### src/rtl/fft_r2sdf_stage.sv
// fft_r2sdf_stage: one radix-2 SDF decimation-in-frequency butterfly stage with twiddle rotation
module fft_r2sdf_stage #(
  parameter int WIDTH     = 18,
  parameter int TWW       = 16,
  parameter int LOG_DEPTH = 4
) (
  input  logic                    clk,
  input  logic                    rst,
  input  logic signed [WIDTH-1:0] di_re,
  input  logic signed [WIDTH-1:0] di_im,
  input  logic                    di_en,
  output logic                    di_rdy,
  output logic signed [WIDTH-1:0] do_re,
  output logic signed [WIDTH-1:0] do_im,
  output logic                    do_en
);
  localparam int M = 1 << LOG_DEPTH;
  localparam int PW = WIDTH + TWW + 1;
  localparam logic [1:0] IDLE = 2'd0, RUN = 2'd1, DRAIN = 2'd2;
  localparam logic [LOG_DEPTH:0] HALF_LAST = (LOG_DEPTH+1)'(M - 1);
  localparam logic [LOG_DEPTH:0] LAST = (LOG_DEPTH+1)'(2 * M - 1);
  localparam logic signed [PW-1:0] MAXV = PW'((64'sd1 <<< (WIDTH - 1)) - 64'sd1);
  localparam logic signed [PW-1:0] MINV = ~MAXV;
  localparam logic signed [TWW-1:0] COS_T [16] = '{
    16'sd16384, 16'sd16069, 16'sd15137, 16'sd13623, 16'sd11585, 16'sd9102, 16'sd6270, 16'sd3196,
    16'sd0, -16'sd3196, -16'sd6270, -16'sd9102, -16'sd11585, -16'sd13623, -16'sd15137, -16'sd16069};
  localparam logic signed [TWW-1:0] NSIN_T [16] = '{
    16'sd0, -16'sd3196, -16'sd6270, -16'sd9102, -16'sd11585, -16'sd13623, -16'sd15137, -16'sd16069,
    -16'sd16384, -16'sd16069, -16'sd15137, -16'sd13623, -16'sd11585, -16'sd9102, -16'sd6270, -16'sd3196};
  logic [1:0] state_q, state_d;
  logic [LOG_DEPTH:0] cnt_q, cnt_d;
  logic pend_q, pend_d;
  logic signed [WIDTH-1:0] dl_re_q [M];
  logic signed [WIDTH-1:0] dl_im_q [M];
  logic drain, adv, second;
  logic [3:0] k;
  logic signed [WIDTH:0] a_re, a_im, b_re, b_im;
  logic signed [WIDTH-1:0] sum_re, sum_im, dif_re, dif_im;
  logic signed [WIDTH-1:0] s1_re_q, s1_im_q;
  logic [3:0] s1_k_q;
  logic s1_v_q, s2_v_q;
  logic signed [PW-1:0] xr, xi, wr, wi, m_re_q, m_im_q;

  function automatic logic signed [WIDTH-1:0] sat(input logic signed [PW-1:0] v);
    logic signed [PW-1:0] s;
    s = v >>> (TWW - 2);
    return s > MAXV ? MAXV[WIDTH-1:0] : s < MINV ? MINV[WIDTH-1:0] : s[WIDTH-1:0];
  endfunction

  assign drain = state_q == DRAIN;
  assign di_rdy = !drain;
  assign adv = drain | di_en;
  assign second = cnt_q[LOG_DEPTH];
  // twiddle index: position within the half, scaled onto the 32-point circle
  assign k = 4'(32'(cnt_q) << (4 - LOG_DEPTH));
  assign a_re = (WIDTH+1)'(dl_re_q[M-1]);
  assign a_im = (WIDTH+1)'(dl_im_q[M-1]);
  assign b_re = (WIDTH+1)'(di_re);
  assign b_im = (WIDTH+1)'(di_im);
  assign sum_re = WIDTH'((a_re + b_re) >>> 1);
  assign sum_im = WIDTH'((a_im + b_im) >>> 1);
  assign dif_re = WIDTH'((a_re - b_re) >>> 1);
  assign dif_im = WIDTH'((a_im - b_im) >>> 1);
  assign xr = PW'(s1_re_q);
  assign xi = PW'(s1_im_q);
  assign wr = PW'(COS_T[s1_k_q]);
  assign wi = PW'(NSIN_T[s1_k_q]);

  always_comb begin
    cnt_d = adv ? (drain && cnt_q == HALF_LAST ? '0 : cnt_q + 1'b1) : cnt_q;
    pend_d = drain && cnt_q == HALF_LAST ? 1'b0 : (adv && cnt_q == LAST) ? 1'b1 : pend_q;
    state_d = drain ? (cnt_q == HALF_LAST ? IDLE : DRAIN)
            : (cnt_q == '0 && pend_q && !di_en) ? DRAIN : di_en ? RUN : state_q;
  end

  always_ff @(posedge clk) begin
    if (adv) begin
      dl_re_q[0] <= second ? dif_re : di_re;
      dl_im_q[0] <= second ? dif_im : di_im;
      for (int i = 1; i < M; i++) begin
        dl_re_q[i] <= dl_re_q[i-1];
        dl_im_q[i] <= dl_im_q[i-1];
      end
    end
  end

  // sums take k=0, an exact identity rotation, so both paths share one pipeline
  always_ff @(posedge clk or negedge rst) begin
    if (!rst) begin
      state_q <= IDLE;
      cnt_q <= '0;
      pend_q <= 1'b0;
      s1_re_q <= '0;
      s1_im_q <= '0;
      s1_k_q <= '0;
      s1_v_q <= 1'b0;
      s2_v_q <= 1'b0;
      m_re_q <= '0;
      m_im_q <= '0;
      do_re <= '0;
      do_im <= '0;
      do_en <= 1'b0;
    end else begin
      state_q <= state_d;
      cnt_q <= cnt_d;
      pend_q <= pend_d;
      s1_v_q <= adv & (second | pend_q);
      if (adv) begin
        s1_re_q <= second ? sum_re : dl_re_q[M-1];
        s1_im_q <= second ? sum_im : dl_im_q[M-1];
        s1_k_q <= second ? 4'd0 : k;
      end
      s2_v_q <= s1_v_q;
      m_re_q <= xr * wr - xi * wi;
      m_im_q <= xr * wi + xi * wr;
      do_en <= s2_v_q;
      if (s2_v_q) begin
        do_re <= sat(m_re_q);
        do_im <= sat(m_im_q);
      end
    end
  end
endmodule

### config.mk
export PLATFORM = sky130hd
export DESIGN_NAME = fft_r2sdf_stage
export DESIGN_NICKNAME = d
export VERILOG_FILES = /design/src/rtl/fft_r2sdf_stage.sv
export SDC_FILE = /design/constraint.sdc
export NUM_CORES = 2
export LEC_CHECK = 0
export BUFFER_PORTS_ARGS = -buffer_cell sky130_fd_sc_hd__buf_2
export CORE_MARGIN = 3
export CORE_UTILIZATION = 29
export CTS_BUF_LIST = sky130_fd_sc_hd__clkbuf_8
export DETAILED_ROUTE_END_ITERATION = 8
export PLACE_DENSITY_LB_ADDON = 0.1
export SYNTH_ARGS = -nofsm -noshare
export SYNTH_HDL_FRONTEND = slang
export SYNTH_SLANG_ARGS = --single-unit
### constraint.sdc
create_clock -name clk -period 27.2 [get_ports clk]
set_input_delay 8.16 -clock clk [delete_from_list [all_inputs] [get_ports clk]]
set_output_delay 8.16 -clock clk [all_outputs]
set_load 0.1 [all_outputs]
* Word-level counts from Yosys, hierarchy flattened *
Memory sizes are Yosys's and may differ from the RTL's.
Cells that the tools add are included.

cells by class
  reduce and logical (&&, ||, !) cells = 9
  multiply operators = 4
  mux-type cells = 22
  order comparisons = 5
  eq/ne operators = 3
  add/sub/neg operators = 7
  bitwise logic cells = 4

operators by type and width
  kind                    count
  $mux W18                8
  $mul A18 B16 Y34        4
  $mux W16                4
  $gt A21 B18 Y1 const B  2
  $lt A21 B18 Y1 const B  2
  $add A18 B18 Y19        2
  $sub A18 B18 Y19        2
  $add A34 B34 Y35        1
  $sub A34 B34 Y35        1
  $mux W2                 4
  $add A5 B1 Y5 const B   1
  $eq A5 B4 Y1 const B    1
  $eq A5 B5 Y1 const B    1
  $ge A5 B5 Y1 const B    1
  $logic_not A5 Y1        1
  $mux W5                 1
  $not A4 Y5              1
  $logic_and A1 B1 Y1     4
  $mux W1                 4
  $mux W4                 1
  $reduce_bool A3 Y1      1
  $eq A2 B2 Y1 const B    1
  $logic_not A1 Y1        2
  $or A1 B1 Y1            2
  other kinds (2)         2

storage, ports and cells
  word-level logic and storage cells = 71
  bits in read-only memories = 512
  bits in writable memories = 576
  output and inout port bits = 38
  memories = 4
  input port bits = 39
  bits in registers = 157

memories
  memory            words  bits a word  read ports  clocked after Yosys merged registers in  write ports  line  RTL
  dl_im_q           16     18           16          0                                        16           34    logic signed [WIDTH-1:0] dl_im_q [M];
  dl_re_q           16     18           16          0                                        16           33    logic signed [WIDTH-1:0] dl_re_q [M];
  (name not given)  16     16           1           0                                        0            67    assign wi = PW'(NSIN_T[s1_k_q]);
  (name not given)  16     16           1           0                                        0            66    assign wr = PW'(COS_T[s1_k_q]);

* Depth between registers and ports, before layout *
  depth after elaboration = 6
  depth in mapped cells = 36
  mapped depth without buffers = 34

* Worst setup path after synthesis *
Ideal clock, no wire load.

  path type = input-to-reg
  from = input port di_en
  to = register cnt_q[2]
  data required time = 27.056 ns
  arrival = 25.530 ns
  library setup time = 0.144 ns
  cell stages on the path = 6
  path slack = 1.527 ns
  buffers on the path = 2
  cell sequence = nor2b_1 clkbuf_1 inv_1 clkbuf_1 nand2_1 xnor2_1

on the way
  word-level cells in the longest chain between the ends = 1

ends and longest elaborated chain
  element               line  RTL
  from (decl)           11    input logic di_en,
  $or A1 B1 Y1          52    assign adv = drain | di_en;
  via adv               35    logic drain, adv, second;
  to (signal assigned)  105   cnt_q <= cnt_d;
  to (decl)             31    logic [LOG_DEPTH:0] cnt_q, cnt_d;

The timed path passes the listed nets, and every way through them passes these cells.
A chain may end at the register's enable or synchronous reset.

==> results by stage <==
Place:
- The weighted congestion reported at the end of routability-driven placement is between 0.7 and 0.8.
- The detailed placement HPWL is roughly 130 mm.
- Summing all placed instances gives a cell area of roughly 0.074 sq mm.
- Buffers placed on the I/O ports in this run total 76.

Detailed routing:
- In the final routed layout, each cell accounts on average for 18.66 um.
- After detailed routing, the met3 layer carries 4.808 mm of wire.
- The highest metal layer carrying signal wires in the routed design is met5.
- The number of antenna-violating nets in the routed design is 0.
- The first routing iteration left roughly 1.8k violations.
- The first detailed-routing pass took 6 iterations.
- The total number of vias is about 41k.
- The routed length on met1 is slightly above 80 mm.
- Wire segments on met2 add up to roughly 90 mm in the final route.
- The overall routed net length is 179.4 mm.
- The number of vias per cell is approximately 4.3.
- The number of DRC violations after detailed routing is 0.

Final layout:
- In the final layout, the share of cells above drive strength 1 is 0.06322.
- Summing all multi-input logic gate instances after layout gives 0.04218 sq mm.
- The fill cell total of the finished layout is approximately 25k.
- The net count of the finished layout is 8065.
- The growth of design area from synthesis to finish is 9.601%.
- Once layout is done, the placed cells without fillers occupy between 0.07 and 0.08 sq mm.
- Registers take 0.02053 sq mm.

Logic synthesis:
- The post-synthesis register bit count is around 710.
- Synthesis produced a netlist with a net count of approximately 8.0k.
- By count the netlist is led by sky130_fd_sc_hd__inv_1 (1613), sky130_fd_sc_hd__fa_1 (1297), sky130_fd_sc_hd__nand2_1 (659).
- The synthesized design spends more area on one cell type than any other, namely sky130_fd_sc_hd__fa_1.
- The post-synthesis area per instance is 11.02 sq um.
- After synthesis the cells add up to between 0.06 and 0.07 sq mm.
- The number of synthesis warnings is 0.
- The cell with the most instances after synthesis is sky130_fd_sc_hd__inv_1.
- The part of the Yosys area used for sequential elements is 0.2950.
- The most common flop cell mapped by yosys is sky130_fd_sc_hd__edfxtp_1.
- The count of mapped cells out of synthesis is approximately 6.3k.
- The synthesized netlist contains between 60 and 70 unique library cells.
- The proportion of synthesized flip-flops having asynchronous set or reset is 0.1830.
- Yosys mapped a number of flops with a built-in enable equal to about 580.
- Of the post-synthesis cell area, the dominant cell type holds 0.3732.
- Sorting the synthesized cells by area gives the leading types as sky130_fd_sc_hd__fa_1 (37%), sky130_fd_sc_hd__edfxtp_1 (25%), sky130_fd_sc_hd__inv_1 (8.7%).

Clock tree:
- The clock-pin slew reported for the worst setup and hold paths after clock tree synthesis is about 0.060 ns.
- The maximum count of clock buffers along a single path is 3.
- The number of clock buffers added by TritonCTS is 120.
- The depth of the CTS H-tree is 3.
- For this design, the CTS-stage hold fixing added 0 buffers.
- The CTS tree is built.
- The total clock sinks is just over 700.
- For the worst-skew pair, the clock arrives at the later sink with an insertion delay of ~0.83 ns.
- The quantity of gates resized following cts is 0.
- The number of setup buffers added after CTS is 0.
- CTS placed an instance of sky130_fd_sc_hd__clkbuf_8 at the clock tree root.

Setup path:
- At the worst endpoint, the arrival time is 11.74 ns.
- The maximum fanout encountered on the critical timing path is roughly 130.
- Data on the critical path is required at its endpoint by approximately 28 ns.
- In this run the register-to-register setup slack is about 17 ns.
- In this design, the critical path's most frequently occurring cell is sky130_fd_sc_hd__buf_4.
- The worst reg2reg path endpoint is m_re_q[34].
- Measured in cells, the most critical reg-to-reg path has a length of 30.
- Traced cell by cell, the critical path runs through buf_2 > nor2b_4 > inv_8 > buf_4 > buf_4 > buf_4.
- The type of destination of the critical path is a register.
- The worst setup path is launched from an input port.
- The critical path is of the input port to register type.
- The startpoint identified for the worst register-to-register timing path is s1_k_q[1].
- In this design, the stage delay of the slowest critical-path cell is 0.89 ns.
- On the critical path, the stage with the largest delay is an instance of sky130_fd_sc_hd__buf_4.

Run:
- The number of maximum-capacitance violations is 0.

Floorplanning:
- The die boundary height is between 400 and 500 um.
- The floorplan has about 180 rows.
- The total area inside the core boundary comes to 0.2383 sq mm.
- The die span in x is 495.8 um.
- In this run the count of I/O pins placed on the die edge is 77.
- The initial utilization of the core area, before any placement, comes to 0.2920.
- The area of the die is ~0.25 sq mm.

Hold path:
- The hold path endpoint is s2_v_q.
- The count of cells along the worst hold path is 0.
- The type of the tightest min-delay check is register to register.
- The hold path startpoint is s1_v_q.

STA:
- The hold slack is 0.3573 ns.
- The transition time at the pin with the least slew margin is 1.123 ns.
- The total count of hold-check failures in the final report is 0.
- For the final routed database, the setup TNS stands at 0 ns.
- The period utilization is 0.4152.
- Setup repair after global routing left no endpoint under its margin.
- The final count of negative-setup-slack endpoints is 0.
- Timing would allow up to approximately 89 MHz.
- The clock arrives with just over 0.06 ns of skew.
- The routed design could run at a clock period as short as roughly 11 ns.
- The relative slew slack is 0.2512.
- The number of pins exceeding their max-slew limit in the final report is 0.

GRT:
- The via count of the first global-routing pass came to 47.11k.
- The number of antenna violations at the first check in global routing is 8.
- The total congestion overflow is 0.
- The pin count of the biggest net entering global routing is 180.
- Across every metal layer, demand over resource in global routing totals 0.1532.
- The first global-routing pass estimated 286.8 mm of wire.

Run status:
- The run finished with clean final reports.
==> sequential cells by signal (all words and copies together), names as in the netlist <==
signal / count
dl_im_q: 288
dl_re_q: 288
m_im_q: 21
m_re_q: 21
do_im: 18
do_re: 18
s1_im_q: 18
s1_re_q: 18
cnt_q: 5
s1_k_q: 4
state_q: 2
do_en: 1
pend_q: 1
s1_v_q: 1
s2_v_q: 1
==> kinds of logic (layout without fill, tap and decap cells) <==
kind of cell,count (synthesis),in the layout,share of synthesized area
buf+inv,1879,2002,0.1014
fa+ha+maj,1691,1691,0.4440
simple gates,1495,1495,0.1042
flops,705,705,0.2950
compound gates,391,391,0.03550
xor+xnor,133,133,0.01674
mux,21,21,0.003093
other cells,0,8,0
==> metrics by stage <==
| stage | instances | util | worst slack (ns) |
|---|---|---|---|
| floorplan | 6315 | - | 1.527 |
| global route | 9608 | 0.3199 | 15.48 |
| detailed placement | 9380 | 0.3097 | 14.93 |
| global placement | 9380 | 0.3097 | 15.03 |
| finish | 9613 | 0.3200 | 15.91 |
| CTS | 9605 | 0.3199 | 15.86 |
==> area by class of cell <==
cell class,count,share of cell area
inverter,1615,0.07960
clock buffer,133,0.02400
tap,3167,0.05196
timing repair buffer,162,0.01386
antenna,8,0.0002625
multi-input combinational,3731,0.5531
clock inverter,92,0.007909
sequential,705,0.2693
==> cells in the final DEF (no fill, tap or decap), drive strengths merged, types with 23 or more instances in the layout <==
cell and instances:
ha 394, a21o 23, o22ai 37, edfxtp 576, inv 1659, xor2 35
nor2 170, and2 450, a21oi 99, o21ai 116, dfrtp 129, nand2 659
fa 1297, and3 37, nand2b 30, nor2b 41, nor3 31, buf 162
clkbuf 133, xnor2 98, clkinv 43, or2 27
==> layer usage <==
metal / vias to the layer above / GRT usage
met5: - / 0
met4: 6 / 0.02579
met3: 111 / 0.01513
met2: 435 / 0.2704
met1: 22020 / 0.2063
li1: 18930 / -
==> worst max-delay path by stage <==
| stage | startpoint | to | slack, ns | cells past startpoint |
|---|---|---|---|---|
| after floorplan | di_en | cnt_q[2] | 1.53 | 6 |
| after global placement | di_en | dl_re_q[1][25] | 15.03 | 6 |
| after detailed placement | di_en | s1_re_q[4] | 14.93 | 8 |
| after CTS | di_en | s1_re_q[4] | 15.86 | 8 |
| after global routing | di_en | s1_re_q[4] | 15.48 | 8 |
| final | di_en | dl_re_q[1][74] | 15.91 | 6 |
==> worst max-delay path: cells and delay by family <==
family                 cells  cell delay [ns]
buffers and inverters      5             3.30
AND/OR/NAND/NOR            1             0.07
Power is left out: the tool's default activity adds up to more than one toggle a clock period on the data nets, which glitch-free logic cannot reach.
